## src/rtl/prog_sequencer.sv

```systemverilog
// Run-control sequencer: owns the program counter, the start/done handshake,
// commit gating for register/memory writes and load wait-state stretching.
module prog_sequencer #(
  parameter int PC_W      = 10,
  parameter int LOAD_WAIT = 1,
  parameter int CNT_W     = 16
) (
  input  logic             clk,
  input  logic             reset,
  input  logic             start,
  input  logic [8:0]       instr,
  input  logic             br_taken,
  input  logic [PC_W-1:0]  br_target,
  output logic [PC_W-1:0]  pc,
  output logic             commit,
  output logic             busy,
  output logic             done,
  output logic [CNT_W-1:0] cycle_count
);

  localparam logic [1:0] S_IDLE  = 2'd0;
  localparam logic [1:0] S_RUN   = 2'd1;
  localparam logic [1:0] S_LWAIT = 2'd2;
  localparam logic [1:0] S_DONE  = 2'd3;

  localparam logic [3:0] OP_LOAD = 4'b0000;
  localparam logic [3:0] OP_BNE  = 4'b0011;
  localparam logic [3:0] OP_HALT = 4'b1111;

  localparam logic [2:0] LW = 3'(LOAD_WAIT);

  logic [1:0]       state_reg, state_next;
  logic [PC_W-1:0]  pc_reg, pc_next;
  logic [CNT_W-1:0] cnt_reg, cnt_next, cnt_inc;
  logic [2:0]       stall_reg, stall_next;
  logic             done_reg, done_next;
  logic [3:0]       opcode;
  logic [4:0]       instr_unused;

  assign opcode       = instr[8:5];
  assign instr_unused = instr[4:0];

  // Saturating increment: the counter sticks at all-ones instead of wrapping.
  assign cnt_inc = (&cnt_reg) ? cnt_reg : cnt_reg + CNT_W'(1);

  always_comb begin
    commit = 1'b0;
    case (state_reg)
      S_RUN:   commit = (opcode != OP_HALT) && ((opcode != OP_LOAD) || (LW == 3'd0));
      S_LWAIT: commit = (stall_reg == 3'd1);
      default: commit = 1'b0;
    endcase
  end

  assign busy = (state_reg == S_RUN) || (state_reg == S_LWAIT);

  always_comb begin
    state_next = state_reg;
    pc_next    = pc_reg;
    cnt_next   = cnt_reg;
    stall_next = stall_reg;
    done_next  = done_reg;
    case (state_reg)
      S_IDLE: begin
        if (start) begin
          pc_next    = '0;
          cnt_next   = '0;
          state_next = S_RUN;
        end
      end
      S_RUN: begin
        cnt_next = cnt_inc;
        if (opcode == OP_HALT) begin
          state_next = S_DONE;
          done_next  = 1'b1;
        end else if ((opcode == OP_LOAD) && (LW != 3'd0)) begin
          stall_next = LW;
          state_next = S_LWAIT;
        end else if ((opcode == OP_BNE) && br_taken) begin
          pc_next = br_target;
        end else begin
          pc_next = pc_reg + PC_W'(1);
        end
      end
      S_LWAIT: begin
        cnt_next = cnt_inc;
        if (stall_reg > 3'd1) begin
          stall_next = stall_reg - 3'd1;
        end else begin
          stall_next = 3'd0;
          pc_next    = pc_reg + PC_W'(1);
          state_next = S_RUN;
        end
      end
      default: begin
        if (start) begin
          done_next  = 1'b0;
          pc_next    = '0;
          cnt_next   = '0;
          state_next = S_RUN;
        end
      end
    endcase
  end

  always_ff @(posedge clk) begin
    if (reset) begin
      state_reg <= S_IDLE;
      pc_reg    <= '0;
      cnt_reg   <= '0;
      stall_reg <= 3'd0;
      done_reg  <= 1'b0;
    end else begin
      state_reg <= state_next;
      pc_reg    <= pc_next;
      cnt_reg   <= cnt_next;
      stall_reg <= stall_next;
      done_reg  <= done_next;
    end
  end

  assign pc          = pc_reg;
  assign done        = done_reg;
  assign cycle_count = cnt_reg;

endmodule

```

## config.mk

```make
export PLATFORM = sky130hd
export DESIGN_NAME = prog_sequencer
export DESIGN_NICKNAME = d
export VERILOG_FILES = /design/src/rtl/prog_sequencer.sv
export SDC_FILE = /design/constraint.sdc
export NUM_CORES = 1
export LEC_CHECK = 0
export CAP_MARGIN = 10
export CORE_ASPECT_RATIO = 1.25
export CORE_MARGIN = 10
export CORE_UTILIZATION = 44
export DETAILED_ROUTE_END_ITERATION = 8
export PLACE_DENSITY = 0.74
export SLEW_MARGIN = 0
export SYNTH_ARGS = -nofsm -noshare
export SYNTH_HDL_FRONTEND = slang
export SYNTH_SLANG_ARGS = --single-unit
```

## constraint.sdc

```tcl
create_clock -name clk -period 2.3 [get_ports clk]
set_input_delay 0.69 -clock clk [delete_from_list [all_inputs] [get_ports clk]]
set_output_delay 0.69 -clock clk [all_outputs]
set_load 0.1 [all_outputs]
```

==> flow_summary.json, run 1 <==
{
  "htreeDepth": 2,
  "worst_pin_slew_ps": 454,
  "gr-total-overflow": 0,
  "max_slew_margin_pct": 69.5,
  "drc": 0,
  "timing.final.ws_setup_ps": -227,
  "outcome": "finished, violations left",
  "worstPathMaxFanout": 2,
  "wirelength_um": 5150,
  "maxSlewViolCount": 0,
  "syn_inst": 237,
  "end_kind": "output pin",
  "finalSetupViolations": 1,
  "initial_core_util_pct": 46.3,
  "grt_start_max_net_pins": 12,
  "wire_per_inst_um": 14.5,
  "synth_nets": 267,
  "dr.pass1.iters": 4,
  "critPathArrivalTime_ps": 1840,
  "ctsRootBufferMaster": "clkbuf_8",
  "die_w_um": 79.2,
  "antenna_found_initial": 0,
  "via_per_inst": 5.51,
  "ys.flop_type": "dfxtp_1",
  "internal_power_uw": 923,
  "vias": 1955,
  "synth.distinct_cells": 48,
  "area.growth.synth_to_final_pct": 37.8,
  "reg2reg_depth": 8,
  "worstHoldPathType": "register to register",
  "drt-initial-drc-count": 114,
  "hold_path_depth": 2,
  "violations": "negative setup slack",
  "layout.nets": 328,
  "worstPathRequired_ps": 1610,
  "dpl.hpwl_um": 4030,
  "largest_register_ffs": 16,
  "gp_congestion": 0.857,
  "place_area_um2": 2560,
  "power_mw": 1.33,
  "clk-insertion-delay-late_ps": 280,
  "crit_type": "input pin to output pin",
  "ant_nets": 0,
  "period_share_pct": 110,
  "clk_pin_slew_ps": 70,
  "synth_commonest_cells": "dfxtp_1 (32), nor2_1 (31), nand2_1 (15)",
  "reg2reg_from": "state_reg[1]$_SDFFE_PP0P_",
  "hold_viol": 0,
  "numCtsBuffers": 5,
  "p_leak_nw": 1.04,
  "reg2reg_setup_slack_ps": 430,
  "ys_seq_elements": 32,
  "async_reset_ff_share_pct": 0,
  "post-synth-top-count-cell": "dfxtp_1",
  "synth_area_um2": 1930,
  "fin_area_um2": 2660,
  "drv_cap": 0,
  "hold_buffers": 0,
  "power.density_nw_per_um2": 502,
  "p_switching_uw": 411,
  "yosys_warnings": 0,
  "min_to": "done$_SDFFE_PP0P_",
  "fin_worst_skew_ps": 2.47,
  "grt_pass1_wl_um": 8520,
  "rr_endpoint": "cycle_count[6]$_SDFFE_PP0P_",
  "num-fill-cells": 400,
  "fmaxAchievable_ghz": 0.396,
  "pwr-share-seq_pct": 43.0,
  "worstHoldStart": "done$_SDFFE_PP0P_",
  "period_minus_slack_ps": 2530,
  "hold_slack_ps": 473,
  "yosysTopAreaCellShare_pct": 33.2,
  "die_area_um2": 7450,
  "synth-seq-area-share_pct": 33.2,
  "grt_usage_pct": 13.9,
  "rows": 26,
  "crit_path_start_kind": "input pin",
  "swShare_pct": 30.8,
  "die_h_um": 94.0,
  "peakVddDrop_v": 0.000335,
  "syn_avg_cell_area_um2": 8.14,
  "synth_top_cell_by_area": "dfxtp_1",
  "portBuffers": 46,
  "cts_setup_buffers": 0,
  "tritoncts": "done",
  "drive_gt1_share_pct": 30.1,
  "diodes": 0,
  "combPwrFrac_pct": 23.7,
  "coreArea_um2": 4160,
  "clockBufferDepth": 2,
  "clock-sinks": 32,
  "yosys-top-cells-area": "dfxtp_1 (33%), nor2_1 (6.0%), xnor2_1 (5.5%), ha_1 (4.5%), nand3_1 (3.6%)",
  "grt_pass1_vias": 1900,
  "pin_count": 52,
  "clkPwrFrac_pct": 33.3,
  "rsz0062_at_grt": "true",
  "synth_edf_count": 0
}
## cells by family (layout without fill, tap and decap cells)
group	count (synthesis)	in the layout	share of synthesized area (%)
XOR/XNOR	17	17	7.72
adder cells (fa/ha/maj)	7	7	4.54
buffers and inverters	24	86	5.00
AO/OA/AOI/OAI	47	47	18.0
AND/OR/NAND/NOR	110	110	31.5
flip-flops	32	32	33.2
## metal layers
| metal | up-vias | wire [µm] | track usage, % |
|---|---|---|---|
| met5 | - | 0 | 0 |
| met4 | 0 | 75 | 5.54 |
| met3 | 8 | 277 | 4.02 |
| met2 | 48 | 2620 | 24.8 |
| met1 | 911 | 2180 | 14.9 |
| li1 | 988 | - | - |
## how the worst max path moves through the flow
stage             start  endpoint  cells past startpoint
2_1_floorplan  instr[5]    commit                      4
3_3_place_gp   instr[5]    commit                      5
6_report       instr[7]    commit                      5
5_1_grt        instr[7]    commit                      5
3_5_place_dp   instr[5]    commit                      5
4_1_cts        instr[7]    commit                      5
## power groups by stage
stage          combinational [mW]  sequential, mW  clock, mW
2_1_floorplan               0.160           0.624          0
3_3_place_gp                0.311           0.586          0
3_5_place_dp                0.313           0.586          0
4_1_cts                     0.316           0.573      0.462
5_1_grt                     0.338           0.575      0.482
6_report                    0.316           0.574      0.444
## worst max-delay path, cell delays in order
cell and delay (ps):
buf_6 90, or4_4 550, a32oi_4 270, nor2_4 60
buf_12 170
## through the flow
stage | cells | TNS [ps] | util [%] | setup WS [ps]
floorplan | 237 | -144 | - | -144
global placement | 347 | -5080 | 61.6 | -584
detailed placement | 347 | -5370 | 61.6 | -583
CTS | 355 | -227 | 63.9 | -227
global route | 355 | -248 | 63.8 | -248
finish | 355 | -227 | 63.8 | -227
## cell type report
type	instances	area, µm²	area share, %
Clock buffer	6	82.6	3.11
Clock inverter	2	10.0	0.377
Inverter	14	52.6	1.98
Multi-Input combinational cell	181	1240	46.5
Sequential cell	32	659	24.8
Tap cell	56	70.1	2.64
Timing Repair Buffer	64	547	20.6
## what timing repair did
item                                    4_1_cts  5_1_grt
pin swaps                                     3        0
hold endpoints to repair                      0        0
endpoints found under the setup margin       10        3
gates resized for setup                      16        2
## cells in the final DEF, fill, tap and decap left out, drive strengths merged, types with 2 or more instances in the layout
cell type | Yosys | layout
a211oi | 4 | 4
a21o | 6 | 6
a21oi | 10 | 10
a22oi | 6 | 6
a2bb2oi | 3 | 3
a311oi | 3 | 3
a31oi | 2 | 2
a32oi | 2 | 2
and3 | 2 | 2
buf | 4 | 50
clkbuf | 6 | 7
clkdlybuf4s50 | 0 | 13
clkinv | 0 | 2
dfxtp | 32 | 32
ha | 7 | 7
inv | 14 | 14
nand2 | 15 | 15
nand2b | 4 | 4
nand3 | 14 | 14
nand3b | 2 | 2
nand4 | 10 | 10
nor2 | 32 | 32
nor2b | 2 | 2
nor3 | 10 | 10
nor4 | 7 | 7
nor4b | 2 | 2
o21ai | 3 | 3
o2bb2ai | 3 | 3
o32ai | 2 | 2
or3 | 2 | 2
or4 | 3 | 3
xnor2 | 12 | 12
xor2 | 5 | 5
(Power assumes the default switching activity.)
==> inputs of run 2 (changes only) <==
==> constraint.sdc (replaced) <==
create_clock -name clk -period 2.28 [get_ports clk]
set_input_delay 0.684 -clock clk [delete_from_list [all_inputs] [get_ports clk]]
set_output_delay 0.684 -clock clk [all_outputs]
set_load 0.1 [all_outputs]
==> flow_summary.json, run 2 (synthesis gave the netlist of run 1 again) <==
{
  "crit_type": "input pin to output pin",
  "clockBufferDepth": 2,
  "drt-initial-drc-count": 127,
  "initial_core_util_pct": 46.3,
  "reg2reg_setup_slack_ps": 360,
  "layout.nets": 327,
  "pin_count": 52,
  "outcome": "finished, violations left",
  "grt_pass1_wl_um": 8920,
  "cts_setup_buffers": 0,
  "p_leak_nw": 1.04,
  "rows": 26,
  "worstPathRequired_ps": 1600,
  "clk-insertion-delay-late_ps": 290,
  "finalSetupViolations": 1,
  "wirelength_um": 5300,
  "gr-total-overflow": 0,
  "ctsRootBufferMaster": "clkbuf_8",
  "worstHoldPathType": "register to register",
  "timing.final.ws_setup_ps": -235,
  "drv_cap": 0,
  "end_kind": "output pin",
  "numCtsBuffers": 5,
  "htreeDepth": 2,
  "dr.pass1.iters": 4,
  "maxSlewViolCount": 0,
  "antenna_found_initial": 0,
  "portBuffers": 46,
  "ff_latch_area_um2": 659,
  "gp_congestion": 0.872,
  "worstHoldStart": "done$_SDFFE_PP0P_",
  "coreArea_um2": 4160,
  "drive_gt1_share_pct": 28.5,
  "worst_pin_slew_ps": 371,
  "num-fill-cells": 403,
  "final_common_cell": "buf_4",
  "fin_worst_skew_ps": 8.36,
  "fmaxAchievable_ghz": 0.398,
  "clock-sinks": 32,
  "fin_area_um2": 2670,
  "die_h_um": 94.0,
  "setup_tns_ps": -235,
  "worstPathMaxFanout": 2,
  "period_share_pct": 110,
  "pre_cts_ws_ps": -606,
  "hold_path_depth": 2,
  "crit_path_start_kind": "input pin",
  "rr_endpoint": "cycle_count[5]$_SDFFE_PP0P_",
  "dpl.hpwl_um": 4160,
  "hold_buffers": 0,
  "multi_input_area_um2": 1230,
  "clk_pin_slew_ps": 60,
  "area.growth.synth_to_final_pct": 38.4,
  "die_w_um": 79.2,
  "reg2reg_from": "state_reg[1]$_SDFFE_PP0P_",
  "mostFrequentLayoutCells": "buf_4 (42), nor2_1 (30), dfxtp_1 (17), nand2_1 (15), dfxtp_2 (15)",
  "reg2reg_depth": 8,
  "largest_register_ffs": 16,
  "hold_viol": 0,
  "min_to": "done$_SDFFE_PP0P_",
  "tritoncts": "done",
  "die_area_um2": 7450,
  "max_slew_margin_pct": 74.9,
  "wire_per_inst_um": 15.0,
  "vias": 1948,
  "grt_usage_pct": 14.5,
  "grt_start_max_net_pins": 12,
  "ant_nets": 0,
  "via_per_inst": 5.50,
  "rsz0062_at_grt": "true",
  "peakVddDrop_v": 0.000359,
  "period_minus_slack_ps": 2520,
  "diodes": 0,
  "place_area_um2": 2570,
  "critPathArrivalTime_ps": 1830,
  "power.density_nw_per_um2": 507,
  "violations": "negative setup slack",
  "drc": 0,
  "grt_pass1_vias": 1881
}
## run 2: changes by cell type in the layout (fill, tap and decap cells not counted)
cell / before / now
nor2_2: 1 / 0
buf_12: 3 / 4
nor2_1: 29 / 30
buf_4: 44 / 42
clkdlybuf4s15_1: 0 / 1
buf_6: 1 / 2
clkinv_2: 2 / 0
clkbuf_2: 1 / 0
buf_2: 2 / 1
clkbuf_1: 0 / 2
## run 2: cell type report
type	count	share of cell area (%)
multi-input combinational	181	46.2
sequential	32	24.7
timing repair buffer	63	21.1
clock buffer	8	3.38
tap	56	2.63
inverter	14	1.97
## run 2: metal layers
layer | up-vias | part of all wire [%] | GRT usage [%]
li1 | 978 | - | -
met1 | 918 | 42 | 16.4
met2 | 41 | 51 | 25.1
met3 | 11 | 5.1 | 4.02
met4 | 0 | 2.1 | 5.39
met5 | - | 0 | 0
## run 2: how the worst max path moves through the flow
stage	start	to
after floorplan	instr[5]	commit
after global placement	instr[5]	commit
after detailed placement	instr[5]	commit
after CTS	instr[7]	commit
after global routing	instr[7]	commit
final	instr[7]	commit
## run 2: metrics by stage
step	total power [mW]	hold WS [ps]	instances	utilization, %
floorplan	0.792	474	237	-
global placement	0.903	464	346	61.7
detailed placement	0.906	466	346	61.7
CTS	1.36	477	354	63.9
global route	1.40	494	354	64.1
finish	1.35	475	354	64.1
## run 2: report_power, final
part	leakage (nW)	switching, mW	internal (mW)
registers	0.266	0.0101	0.569
logic	0.729	0.197	0.121
clock network	0.0455	0.211	0.246
## run 2: what timing repair did
action | CTS | global route
pin swaps | 3 | 0
resized for setup | 16 | 1
endpoints found under the setup margin | 12 | 1
## run 2: critical path, stage by stage
cell	delay, ps
buf_6	90
or4_4	560
a32oi_4	270
nor2_4	60
buf_12	170
